<file path="src/rtl/fwft_nibble_packer.sv">
// ---------------------------------------------------------------------------
// fwft_nibble_packer
//
// This block reads a first-word-fall-through FIFO. It packs RATIO consecutive
// IN_WIDTH-bit entries into one OUT_WIDTH-bit word. The word is then offered
// on a registered valid/ready stream. The first entry popped lands in the
// least-significant slot.
//
// When the downstream side stalls, the block stops reading the FIFO. It never
// drops or duplicates an entry.
//
// Optional feature macro: FWFT_NIBBLE_PACKER_FLUSH_EN
//   defined   : adds the flush input and a pending-flush register. A flush
//               emits the partially filled accumulator as a zero-padded word
//               with m_partial=1.
//   undefined : there is no flush port and m_partial is tied to 0.
//
// Ports
//   clk         system clock, rising edge
//   rst_n       asynchronous active-low reset
//   fifo_dout   FWFT head entry, valid while fifo_empty=0
//   fifo_empty  FIFO empty flag
//   fifo_rd_en  pop strobe (combinational), consumes the head this cycle
//   m_data      packed output word
//   m_valid     m_data holds a word
//   m_ready     downstream accepts when m_valid & m_ready
//   m_partial   word was zero-padded by a flush
//   flush       single-cycle partial-word request (flush build only)
// ---------------------------------------------------------------------------
//
// Fill state machine (cnt, plus flush_pend in the flush build)
//   state      | meaning
//   -----------+-----------------------------------------------------------
//   FILL_0     | accumulator empty, the next pop goes to slot 0
//   FILL_k     | k entries held; a pop in FILL_(RATIO-1) completes a word
//   FLUSH_PEND | partial word waiting for the output register to free up
// ---------------------------------------------------------------------------
module fwft_nibble_packer #(
    parameter int IN_WIDTH  = 4,
    parameter int RATIO     = 4,
    parameter int OUT_WIDTH = IN_WIDTH * RATIO
) (
    input  logic                 clk,
    input  logic                 rst_n,
    input  logic [IN_WIDTH-1:0]  fifo_dout,
    input  logic                 fifo_empty,
    output logic                 fifo_rd_en,
    output logic [OUT_WIDTH-1:0] m_data,
    output logic                 m_valid,
    input  logic                 m_ready,
    output logic                 m_partial
`ifdef FWFT_NIBBLE_PACKER_FLUSH_EN
    ,
    input  logic                 flush
`endif
);

    localparam int CW    = (RATIO > 1) ? $clog2(RATIO) : 1;
    // The last entry of a word goes straight into m_data, so the
    // accumulator only needs RATIO-1 slots.
    localparam int ACC_W = (RATIO - 1) * IN_WIDTH;
    localparam logic [CW-1:0] CNT_LAST = CW'(RATIO - 1);

    logic [CW-1:0]        cnt, cnt_nxt;
    logic [ACC_W-1:0]     acc, acc_nxt;
    logic [OUT_WIDTH-1:0] data_nxt;
    logic                 valid_nxt;
    logic                 out_free;
    logic                 at_last;
    logic                 pop;
    logic                 pend;

`ifdef FWFT_NIBBLE_PACKER_FLUSH_EN
    logic flush_pend, pend_nxt;
    logic partial_q, partial_nxt;

    assign pend      = flush_pend;
    assign m_partial = partial_q;
`else
    assign pend      = 1'b0;
    assign m_partial = 1'b0;
`endif

    // A pop is allowed when there is room in the accumulator. A pop that
    // completes a word also needs the output register to be free. Pops are
    // gated with rst_n so nothing is consumed while the block is in reset.
    always_comb begin
        out_free = !m_valid || m_ready;
        at_last  = (cnt == CNT_LAST);
        pop      = rst_n && !fifo_empty && !pend && (!at_last || out_free);
    end

    assign fifo_rd_en = pop;

    always_comb begin
        cnt_nxt   = cnt;
        acc_nxt   = acc;
        data_nxt  = m_data;
        valid_nxt = m_valid;
`ifdef FWFT_NIBBLE_PACKER_FLUSH_EN
        pend_nxt    = flush_pend;
        partial_nxt = partial_q;
`endif

        if (m_valid && m_ready) begin
            valid_nxt = 1'b0;
        end

`ifdef FWFT_NIBBLE_PACKER_FLUSH_EN
        // A pending flush blocks pops, so this branch and the pop branch
        // below are never active in the same cycle.
        if (flush_pend && out_free) begin
            data_nxt    = {{IN_WIDTH{1'b0}}, acc};
            valid_nxt   = 1'b1;
            partial_nxt = 1'b1;
            cnt_nxt     = '0;
            acc_nxt     = '0;
            pend_nxt    = 1'b0;
        end
`endif

        if (pop) begin
            if (at_last) begin
                data_nxt  = {fifo_dout, acc};
                valid_nxt = 1'b1;
`ifdef FWFT_NIBBLE_PACKER_FLUSH_EN
                partial_nxt = 1'b0;
`endif
                cnt_nxt   = '0;
                acc_nxt   = '0;
            end else begin
                for (int i = 0; i < RATIO - 1; i++) begin
                    if (cnt == CW'(i)) begin
                        acc_nxt[i*IN_WIDTH +: IN_WIDTH] = fifo_dout;
                    end
                end
                cnt_nxt = cnt + CW'(1);
            end
        end

`ifdef FWFT_NIBBLE_PACKER_FLUSH_EN
        // The flush test uses the count after this cycle's pop. As a result,
        // a pop that completes a word swallows the flush, and so does a flush
        // on an empty accumulator.
        if (flush && (cnt_nxt != '0)) begin
            pend_nxt = 1'b1;
        end
`endif
    end

    always_ff @(posedge clk or negedge rst_n) begin
        if (!rst_n) begin
            cnt     <= '0;
            acc     <= '0;
            m_data  <= '0;
            m_valid <= 1'b0;
`ifdef FWFT_NIBBLE_PACKER_FLUSH_EN
            flush_pend <= 1'b0;
            partial_q  <= 1'b0;
`endif
        end else begin
            cnt     <= cnt_nxt;
            acc     <= acc_nxt;
            m_data  <= data_nxt;
            m_valid <= valid_nxt;
`ifdef FWFT_NIBBLE_PACKER_FLUSH_EN
            flush_pend <= pend_nxt;
            partial_q  <= partial_nxt;
`endif
        end
    end

endmodule
</file>
<file path="config.mk">
export PLATFORM = sky130hd
export DESIGN_NAME = fwft_nibble_packer
export DESIGN_NICKNAME = d
export VERILOG_FILES = /design/src/rtl/fwft_nibble_packer.sv
export SDC_FILE = /design/constraint.sdc
export NUM_CORES = 1
export LEC_CHECK = 0
export BUFFER_PORTS_ARGS = -buffer_cell sky130_fd_sc_hd__buf_2
export CORE_ASPECT_RATIO = 0.6
export CORE_MARGIN = 2
export CORE_UTILIZATION = 53
export DETAILED_ROUTE_END_ITERATION = 12
export PLACE_DENSITY = 0.77
export SKIP_LAST_GASP = 1
export SLEW_MARGIN = 20
export SYNTH_ARGS = -nofsm -noshare
export SYNTH_HDL_FRONTEND = slang
export SYNTH_SLANG_ARGS = --single-unit
</file>
<file path="constraint.sdc">
create_clock -name clk -period 2.2 [get_ports clk]
set_input_delay 0.11 -clock clk [delete_from_list [all_inputs] [get_ports clk]]
set_output_delay 0.11 -clock clk [all_outputs]
set_load 0.03 [all_outputs]
</file>
* After elaboration in Yosys (flattened, before gate mapping) *
Cells that the tools add are included.

storage, ports and cells
  output and inout bits = 19
  input port bits = 8
  word-level logic and storage cells = 34
  flip-flop bits (word level) = 31

cells by class
  mux-type cells = 8
  $add $sub $neg = 1
  reduce and logical (&&, ||, !) cells = 16
  equal/unequal tests = 3

operators with widths
  kind                   count
  $mux W12               1
  $mux W4                3
  $reduce_and A2 Y1      4
  $reduce_bool A2 Y1     3
  $eq A2 B2 Y1 const B   2
  $logic_and A1 B1 Y1    3
  $logic_not A1 Y1       3
  $mux W1                3
  $add A2 B1 Y2 const B  1
  $eq A2 B1 Y1 const B   1
  $logic_not A2 Y1       1
  $logic_or A1 B1 Y1     2
  $mux W2                1

* Longest topological paths before layout *
Gate-level depths: netlist (run 1).

  depth in word-level cells = 5
  depth in mapped cells = 5
  gate-level depth less buffers = 5

* Worst setup path after synthesis (run 1) *
OpenSTA, ideal clock, no wires.

  path type = register to register
  start point = reg cnt[0]
  end point = reg cnt[1]
  required time = 2.120 ns
  stages on the path, launching flop included = 5
  slack = 0.462 ns
  arrival = 1.659 ns
  cell sequence = dfrtp_1 ha_1 and3b_1 nor2_1 mux2i_1

between the ends
  longest elaborated chain between the ends = 4
  elaborated cells on any way between the ends = 6
  those cells by class = 1 x add/sub; 1 x eq/ne; 1 x mux; 3 x reduce/logical

RTL lines
  what                    RTL line  text
  start, declared         64        logic [CW-1:0] cnt, cnt_nxt;
  start signal, assigned  162       cnt <= cnt_nxt;
  $eq A2 B2 Y1            89        at_last = (cnt == CNT_LAST);
  $logic_not A1 Y1        90        pop = rst_n && !fifo_empty && !pend && (!at_last || out_free);
  $logic_or A1 B1 Y1      90
  $logic_and A1 B1 Y1     90
  via fifo_rd_en          47        output logic fifo_rd_en,

The timed path passes the listed nets, and every way through them passes these cells.
A chain may end at the register's enable or synchronous reset.

* Final worst setup path (run 1) *
  start point = reg cnt[0]
  end point = reg acc[0]

between the ends
  longest elaborated chain between the ends = 5
  elaborated cells on any way between the ends = 8
  those cells by class = 1 x eq/ne; 1 x mux; 6 x reduce/logical

RTL lines
  what                         RTL line  text
  $eq A2 B2 Y1                 89
  $logic_not A1 Y1             90
  $logic_or A1 B1 Y1           90
  $logic_and A1 B1 Y1          90
  $reduce_and A2 Y1 (no line)  n/a
  end signal, assigned         163       acc <= acc_nxt;
  end, declared                65        logic [ACC_W-1:0] acc, acc_nxt;

Parallel ways exist; a longest one is shown, timed or not.

==> results of run 1 <==
-- Yosys cell counts (all sizes together) --
| cell type | n | area share, % |
|---|---|---|
| nor2 | 3 | 0.85 |
| inv | 3 | 0.85 |
| nor4 | 1 | 0.47 |
| o21bai | 1 | 0.56 |
| nor3b | 2 | 2.3 |
| nand2b | 2 | 1.5 |
| mux2 | 28 | 24 |
| and3b | 1 | 0.66 |
| ha | 4 | 3.8 |
| dfrtp | 31 | 58 |
| nor2b | 4 | 1.9 |
| mux2i | 1 | 0.75 |
| buf | 3 | 2.3 |
| conb | 1 | 0.28 |
| o21ai | 1 | 0.38 |
| nor3 | 2 | 1.5 |
-- power groups by stage --
stage | Combinational (W) | Sequential, W | Clock [W]
finish | 0.000944 | 0.000987 | 0.000412
floorplan | 0.000413 | 0.00126 | 0
global placement | 0.000929 | 0.000980 | 0
CTS | 0.000958 | 0.000992 | 0.000423
global route | 0.00101 | 0.00102 | 0.000449
detailed placement | 0.000952 | 0.00100 | 0
-- cells by family after synthesis --
logic type | after synthesis | synth area share, %
DFF | 31 | 58.27
AOI/OAI and AO/OA | 2 | 0.9397
adders and majority gates | 4 | 3.760
and+or+nand+nor | 15 | 9.211
other | 1 | 0.2817
muxes | 29 | 24.44
buffers and inverters | 6 | 3.102
-- timing repair --
action | in CTS | in global routing
hold buffers | 1 | 0
endpoints found under the hold margin | 31 | 0
setup buffers | 0 | 0
-- worst max-delay path by stage --
stage | start | endpoint | slack (ps) | cells past startpoint
2_1_floorplan | cnt[0] | cnt[1] | 460 | 4
3_3_place_gp | cnt[0] | acc[3] | 360 | 4
3_5_place_dp | cnt[0] | acc[0] | 320 | 4
4_1_cts | cnt[0] | acc[0] | 300 | 4
5_1_grt | cnt[0] | acc[0] | 250 | 4
6_report | cnt[0] | acc[0] | 310 | 4
-- metrics by stage --
stage                     total power [W]  setup slack, ps  cells  util (%)
after floorplan                  0.001676            461.8     88         -
after global placement           0.001909            364.8    144     60.41
after detailed placement         0.001953            320.2    144     60.41
after CTS                        0.002373            304.5    153     64.13
after global routing             0.002483            254.5    153     64.13
final                            0.002343            308.1    153     64.13
-- metal layers --
layer | part of all wire, % | global-route usage (%) | up-vias
met2 | 44 | 25.38 | 23
met4 | 1.5 | 9.412 | 0
met5 | 0 | 0 | -
li1 | - | - | 368
met1 | 49 | 23.19 | 387
met3 | 5.9 | 7.162 | 5
-- layout make-up --
cell class / instances / area share (%)
flip-flops and latches: 31 / 49.32
multi-input cells: 51 / 32.70
repair buffers: 28 / 9.547
clock buffers: 7 / 4.853
well taps: 32 / 2.546
inverters: 3 / 0.7160
clock inverters: 1 / 0.3182
-- registers in the layout, indices dropped and copies added, names as in the netlist --
signal	cells
cnt	2
acc	12
m_data	16
m_valid	1
==> impl_metrics.tcl, run 1 <==
set metrics [dict create \
    numCtsBuffers 5 \
    finalClockSkew_ps 2.165 \
    routed_wl_um 2207 \
    regArea_sq_um 775.7 \
    vdd_ir_drop_max_v 0.0007690 \
    cp_max_fo 6 \
    syn_nets 100 \
    diodes 0 \
    final-hold-violation-count 0 \
    grt_max_degree 32 \
    rr_endpoint "acc[0]" \
    criticalPathCategory "flip-flop to flip-flop" \
    cp_top_family "simple AND/OR/NAND/NOR gates" \
    p_leak_nw 0.7641 \
    clock-sinks 31 \
    drc 0 \
    htreeDepth 2 \
    slew_viol_final 0 \
    rr_worst_depth 4 \
    grtUsageTotal_pct 17.79 \
    combPwrFrac_pct 40.3 \
    post_drt_wl_per_cell_um 14.42 \
    via_per_inst 5.118 \
    ys_warn_count 0 \
    syn-instance-count 88 \
    n_fill_cell 200 \
    hold_depth 2 \
    r2r_slack_ps 310 \
    p_seq_share_pct 42.1 \
    cts_resized 0 \
    power_density_nw_per_um2 1490 \
    die_y_um 42.82 \
    switchingPower_w 0.0008883 \
    overflow 0 \
    max_freq_mhz 528.6 \
    core_area_sq_um 2452 \
    whs_endpoint "m_data[15]" \
    holdCritStartpoint "fifo_dout[3]" \
    finish.instance_area_sq_um 1573 \
    multiInputGateArea_sq_um 514.2 \
    floorplan.initialDensity_pct 54.29 \
    cp_slowest_stage_delay_ps 420 \
    die-area_sq_um 2942 \
    ant_nets 0 \
    cts_tree "done" \
    swShare_pct 37.92 \
    grt_pass1_vias 810 \
    path_buf_inv 0 \
    drv_cap 0 \
    dr.pass1.iters 2 \
    ys_seq_area_share_pct 58.27 \
    nNetsFinal 132 \
    ys_types 19 \
    via_count 783 \
    status "completed" \
    dp_hpwl_um 1652 \
    clock_tree.root_cell "clkbuf_8" \
    final.period_utilization_pct 86.00 \
    cp.required_ps 2360 \
    drtIter0Drc 43 \
    io_buffer_count 25 \
    intPower_w 0.001455 \
    critical-path-slowest-cell "dfrtp_1" \
    final_common_cell "dfrtp_1" \
    final_cell_mix "dfrtp_1, mux2_2, buf_2" \
    grt_pass1_wl_um 3636 \
    hp-class "primary input to flip-flop" \
    r2r_start "cnt[0]" \
    area_delta_synth_final_pct 18.14 \
    ios 27 \
    dieWidth_um 68.70 \
    gp_congestion 0.7477 \
    startpoint_type "flip-flop" \
    synth.avg_cell_area_sq_um 15.13 \
    p_clk_share_pct 17.6 \
    whs_ps 80.55 \
    dpl_cell_area_sq_um 1481 \
    worst_setup_path_end_kind "flip-flop" \
    rows 14 \
    syn_area_sq_um 1331 \
    clockBufferDepth 2 \
    setup-violations-final 0 \
    clock_latency_ps 280 \
    drive_above_1_share_pct 54.55 \
    fin_setup_tns_ps 0 \
    antenna_found_initial 0 \
    path_cells "ha_1 > and3b_1 > nor3b_2 > mux2_2" \
    period_needed_ps 1892 \
    crit_arrival_ps 2050 \
    rsz0062_at_grt "false" \
    ys_seq_elements 31 \
    clkTransAtPathRegs_ps 60 \
]
No activity file was read; power rests on OpenSTA's default activity.
==> run 2, diff against run 1 <==
REMOVE_ABC_BUFFERS = 1   (was unset)
==> impl_metrics.tcl, run 2 (synthesized netlist as in run 1, its figures left out) <==
set metrics [dict create \
    status "completed" \
    cp_slowest_stage_delay_ps 430 \
    largest-register "m_data" \
    htreeDepth 2 \
    fin_setup_tns_ps 0 \
    holdCritStartpoint "fifo_dout[3]" \
    drc 0 \
    grtUsageTotal_pct 18.59 \
    setup-violations-final 0 \
    grt_pass1_vias 794 \
    io_buffer_count 25 \
    routed_wl_um 2261 \
    final_cell_mix "dfrtp_1, mux2_2, buf_2" \
    stdcell_count 154 \
    p_leak_nw 0.7695 \
    crit_arrival_ps 1790 \
    slew_viol_final 0 \
    max_freq_mhz 525.6 \
    numCtsBuffers 5 \
    cts_tree "done" \
    ant_nets 0 \
    criticalPathCategory "flip-flop to output pin" \
    fin_util_pct 64.44 \
    core_area_sq_um 2452 \
    area_delta_synth_final_pct 18.70 \
    finalClockSkew_ps 1.377 \
    largest_reg_flops 16 \
    antenna_found_initial 0 \
    dieWidth_um 68.70 \
    via_per_inst 5.123 \
    rsz0062_at_grt "false" \
    period_needed_ps 1903 \
    power_density_nw_per_um2 1488 \
    nNetsFinal 133 \
    reg_top3 "m_data (16), acc (12), cnt (2)" \
    final.period_utilization_pct 86.48 \
    finish.instance_area_sq_um 1580 \
    via_count 789 \
    drive_above_1_share_pct 54.92 \
    overflow 0 \
    hp-class "primary input to flip-flop" \
    drv_cap 0 \
    vdd_ir_drop_max_v 0.0007789 \
    floorplan.initialDensity_pct 54.29 \
    gp_congestion 0.8085 \
    ios 27 \
    die-area_sq_um 2942 \
    startpoint_type "flip-flop" \
    clock-sinks 31 \
    final_common_cell "dfrtp_1" \
    r2r_start "cnt[0]" \
    post_drt_wl_per_cell_um 14.68 \
    final-hold-violation-count 0 \
    cts_resized 0 \
    cp.required_ps 2090 \
    diodes 0 \
    cp_max_fo 6 \
    die_y_um 42.82 \
    grt_pass1_wl_um 3753 \
    dp_cells 145 \
    clkTransAtPathRegs_ps 60 \
    clock_latency_ps 280 \
    p_total_w 0.002352 \
    dp_hpwl_um 1736 \
    drtIter0Drc 26 \
    clock_tree.root_cell "clkbuf_8" \
    clockBufferDepth 2 \
    grt_max_degree 32 \
    dpl_cell_area_sq_um 1489 \
    rows 14 \
    worst_setup_path_end_kind "output pin" \
    startpoint "cnt[0]" \
    dr.pass1.iters 4 \
    critical-path-slowest-cell "dfrtp_1" \
    path_cells "ha_1 > and3b_1 > nor2_1 > buf_2" \
]
==> run 2: per-layer routing <==
layer  track usage (%)  vias to the layer above  wire, um
met5                 0                        -         0
met4             8.235                        0        52
met3             6.897                        7       142
met2             27.69                       24      1012
met1             24.37                      389      1054
li1                  -                      369         -
==> run 2: cell type report <==
class / instances / area (sq um)
sequential: 31 / 775.7
tap: 32 / 40.04
multi-input combinational: 51 / 514.2
clock buffer: 7 / 76.32
inverter: 3 / 11.26
fill: 200 / 872.1
timing repair buffer: 29 / 157.7
clock inverter: 1 / 5.005
==> run 2: final timing paths <==
check / end / slack [ps] / cells past startpoint
worst max-delay path: fifo_rd_en / 300 / 4
worst min-delay path: m_data[15] / 80 / 2
worst max register to register: acc[5] / 310 / 4
worst min register to register: m_data[0] / 500 / 1
max in group asynchronous: m_valid / 1490 / 3
min in group asynchronous: m_data[5] / 440 / 3
==> run 2: power breakdown <==
part	leakage, nW	internal (W)	total, W	switching, W
clock	0.0422	0.000221	0.000410	0.000189
combinational	0.343	0.000394	0.000952	0.000558
sequential	0.384	0.000842	0.000990	0.000148
total	0.770	0.00146	0.00235	0.000895
==> run 2: worst max-delay path, delay by kind of cell (launching register included) <==
family	cells	cell delay [ps]
flip-flops	1	430
AND/OR/NAND/NOR	2	530
adder cells (fa/ha/maj)	1	300
buffers and inverters	1	250
==> run 2: what timing repair did <==
action	4_1_cts	5_1_grt
buffers inserted	0	0
hold buffers	1	0
hold endpoints to repair	31	0
==> run 2: through the flow <==
stage	hold slack, ps	worst slack (ps)
after floorplan	-185.6	437.1
after global placement	208.4	396.5
after detailed placement	213.1	327.5
after CTS	73.79	313.2
after global routing	78.00	207.3
final	77.98	297.4
==> run 3, diff against run 2 <==
--- a/config.mk
+++ b/config.mk
@@ -11,6 +11,7 @@
 export CORE_UTILIZATION = 53
 export DETAILED_ROUTE_END_ITERATION = 12
-export PLACE_DENSITY = 0.77
+export PLACE_DENSITY = 0.87
 export REMOVE_ABC_BUFFERS = 1
+export SETUP_SLACK_MARGIN = 0.02
 export SKIP_LAST_GASP = 1
 export SLEW_MARGIN = 20
==> constraint.sdc (replaced) <==
create_clock -name clk -period 2.2 [get_ports clk]
set_input_delay 0.11 -clock clk [delete_from_list [all_inputs] [get_ports clk]]
set_output_delay 0.11 -clock clk [all_outputs]
set_load 0.01 [all_outputs]
==> impl_metrics.tcl, run 3 (synthesized netlist as in run 1, its figures left out) <==
set metrics [dict create \
    switchingPower_w 0.0006579 \
    setup-violations-final 0 \
    vdd_ir_drop_max_v 0.0006393 \
    p_clk_share_pct 22.0 \
    largest-register "m_data" \
    post_cts_buffers 0 \
    nNetsFinal 133 \
    intPower_w 0.001519 \
    htreeDepth 2 \
    cts_tree "done" \
    final.period_utilization_pct 85.42 \
    final-hold-violation-count 0 \
    hp-class "primary input to flip-flop" \
    die_y_um 42.82 \
    cts_resized 0 \
    grt_max_degree 32 \
    post_drt_wl_per_cell_um 14.34 \
    crit_arrival_ps 2040 \
    rsz0062_at_grt "false" \
    startpoint_type "flip-flop" \
    clock_tree.root_cell "clkbuf_8" \
    die-area_sq_um 2942 \
    via_per_inst 5.123 \
    criticalPathCategory "flip-flop to flip-flop" \
    swShare_pct 30.22 \
    routed_wl_um 2209 \
    cp_max_fo 6 \
    reg_top3 "m_data (16), acc (12), cnt (2)" \
    power_density_nw_per_um2 1362 \
    cp.required_ps 2360 \
    clockBufferDepth 2 \
    drive_above_1_share_pct 55.74 \
    path_buf_inv 0 \
    drv_cap 0 \
    pre_cts_ws_ps 331.4 \
    area_delta_synth_final_pct 20.11 \
    fin_setup_tns_ps 0 \
    antenna_found_initial 0 \
    dieWidth_um 68.70 \
    gp_congestion 0.7801 \
    grt_pass1_vias 808 \
    largest_reg_flops 16 \
    numCtsBuffers 5 \
    grtUsageTotal_pct 18.53 \
    floorplan.initialDensity_pct 54.29 \
    dr.pass1.iters 4 \
    slew_viol_final 0 \
    drtIter0Drc 13 \
    core_area_sq_um 2452 \
    critical-path-slowest-cell "dfrtp_1" \
    drc 0 \
    via_count 789 \
    overflow 0 \
    dp_hpwl_um 1692 \
    rows 14 \
    fin_util_pct 65.20 \
    finalClockSkew_ps 3.919 \
    path_cells "ha_1 > and3b_1 > nor3b_2 > mux2_2" \
    final_common_cell "dfrtp_1" \
    combPwrFrac_pct 32.9 \
    ant_nets 0 \
    max_freq_mhz 532.1 \
    clkTransAtPathRegs_ps 60 \
    clock_latency_ps 280 \
    io_buffer_count 25 \
    cp_slowest_stage_delay_ps 430 \
    clock-sinks 31 \
    status "completed" \
    ctsHoldBuffers 1 \
    r2r_slack_ps 320 \
    worst_setup_path_end_kind "flip-flop" \
    final_cell_mix "dfrtp_1, mux2_2, buf_2" \
    p_seq_share_pct 45.1 \
    grt_pass1_wl_um 3684 \
    whs_ps 78.73 \
    cp_top_family "simple AND/OR/NAND/NOR gates" \
    p_leak_nw 0.7788 \
    period_needed_ps 1879 \
    diodes 0 \
    ios 27 \
    worst_slack_ps 320.7 \
    p_total_w 0.002177 \
]
run 3: cell count changes in the layout (fill, tap and decap cells not counted):
| cell | before | now |
|---|---|---|
| clkbuf_8 | 5 | 7 |
| clkbuf_1 | 2 | 1 |
| clkinv_2 | 1 | 0 |
run 3: routing by layer:
metal	vias up	GRT usage, %	part of all wire, %
li1	369	-	-
met1	392	23.89	47
met2	24	26.35	44
met3	4	9.814	7.2
met4	0	7.059	1.6
met5	-	0	0
run 3: stage by stage:
| step | cells | area, sq um |
|---|---|---|
| global route | 154 | 1599 |
| global placement | 145 | 1489 |
| CTS | 154 | 1599 |
| detailed placement | 145 | 1489 |
| floorplan | 85 | 1301 |
| finish | 154 | 1599 |
run 3: area by class of cell:
cell class                 instances  area, sq um
timing repair buffer              29        157.7
tap                               32        40.04
multi-input combinational         51        514.2
fill                             190        853.3
sequential                        31        775.7
clock buffer                       8        100.1
inverter                           3        11.26
run 3: power groups by stage:
stage	Sequential (W)	Combinational (W)	Clock (W)
global route	0.00102	0.000795	0.000524
floorplan	0.00104	0.000403	0
CTS	0.000986	0.000731	0.000497
global placement	0.000980	0.000695	0
finish	0.000982	0.000716	0.000479
detailed placement	0.000997	0.000725	0
run 3: worst register-to-register path, stage by stage (launching register included):
cell and delay, ps:
dfrtp_1 430, ha_1 290, and3b_1 290, nor3b_2 370, mux2_2 390
run 3: final timing paths:
path / from / end / cells after the start
setup / recovery: cnt[0] / acc[0] / 4
hold / removal: fifo_dout[3] / m_data[15] / 2
setup reg to reg: cnt[0] / acc[0] / 4
hold reg to reg: m_data[2] / m_data[2] / 1
max in group asynchronous: rst_n / m_data[2] / 3
min in group asynchronous: rst_n / m_data[11] / 3
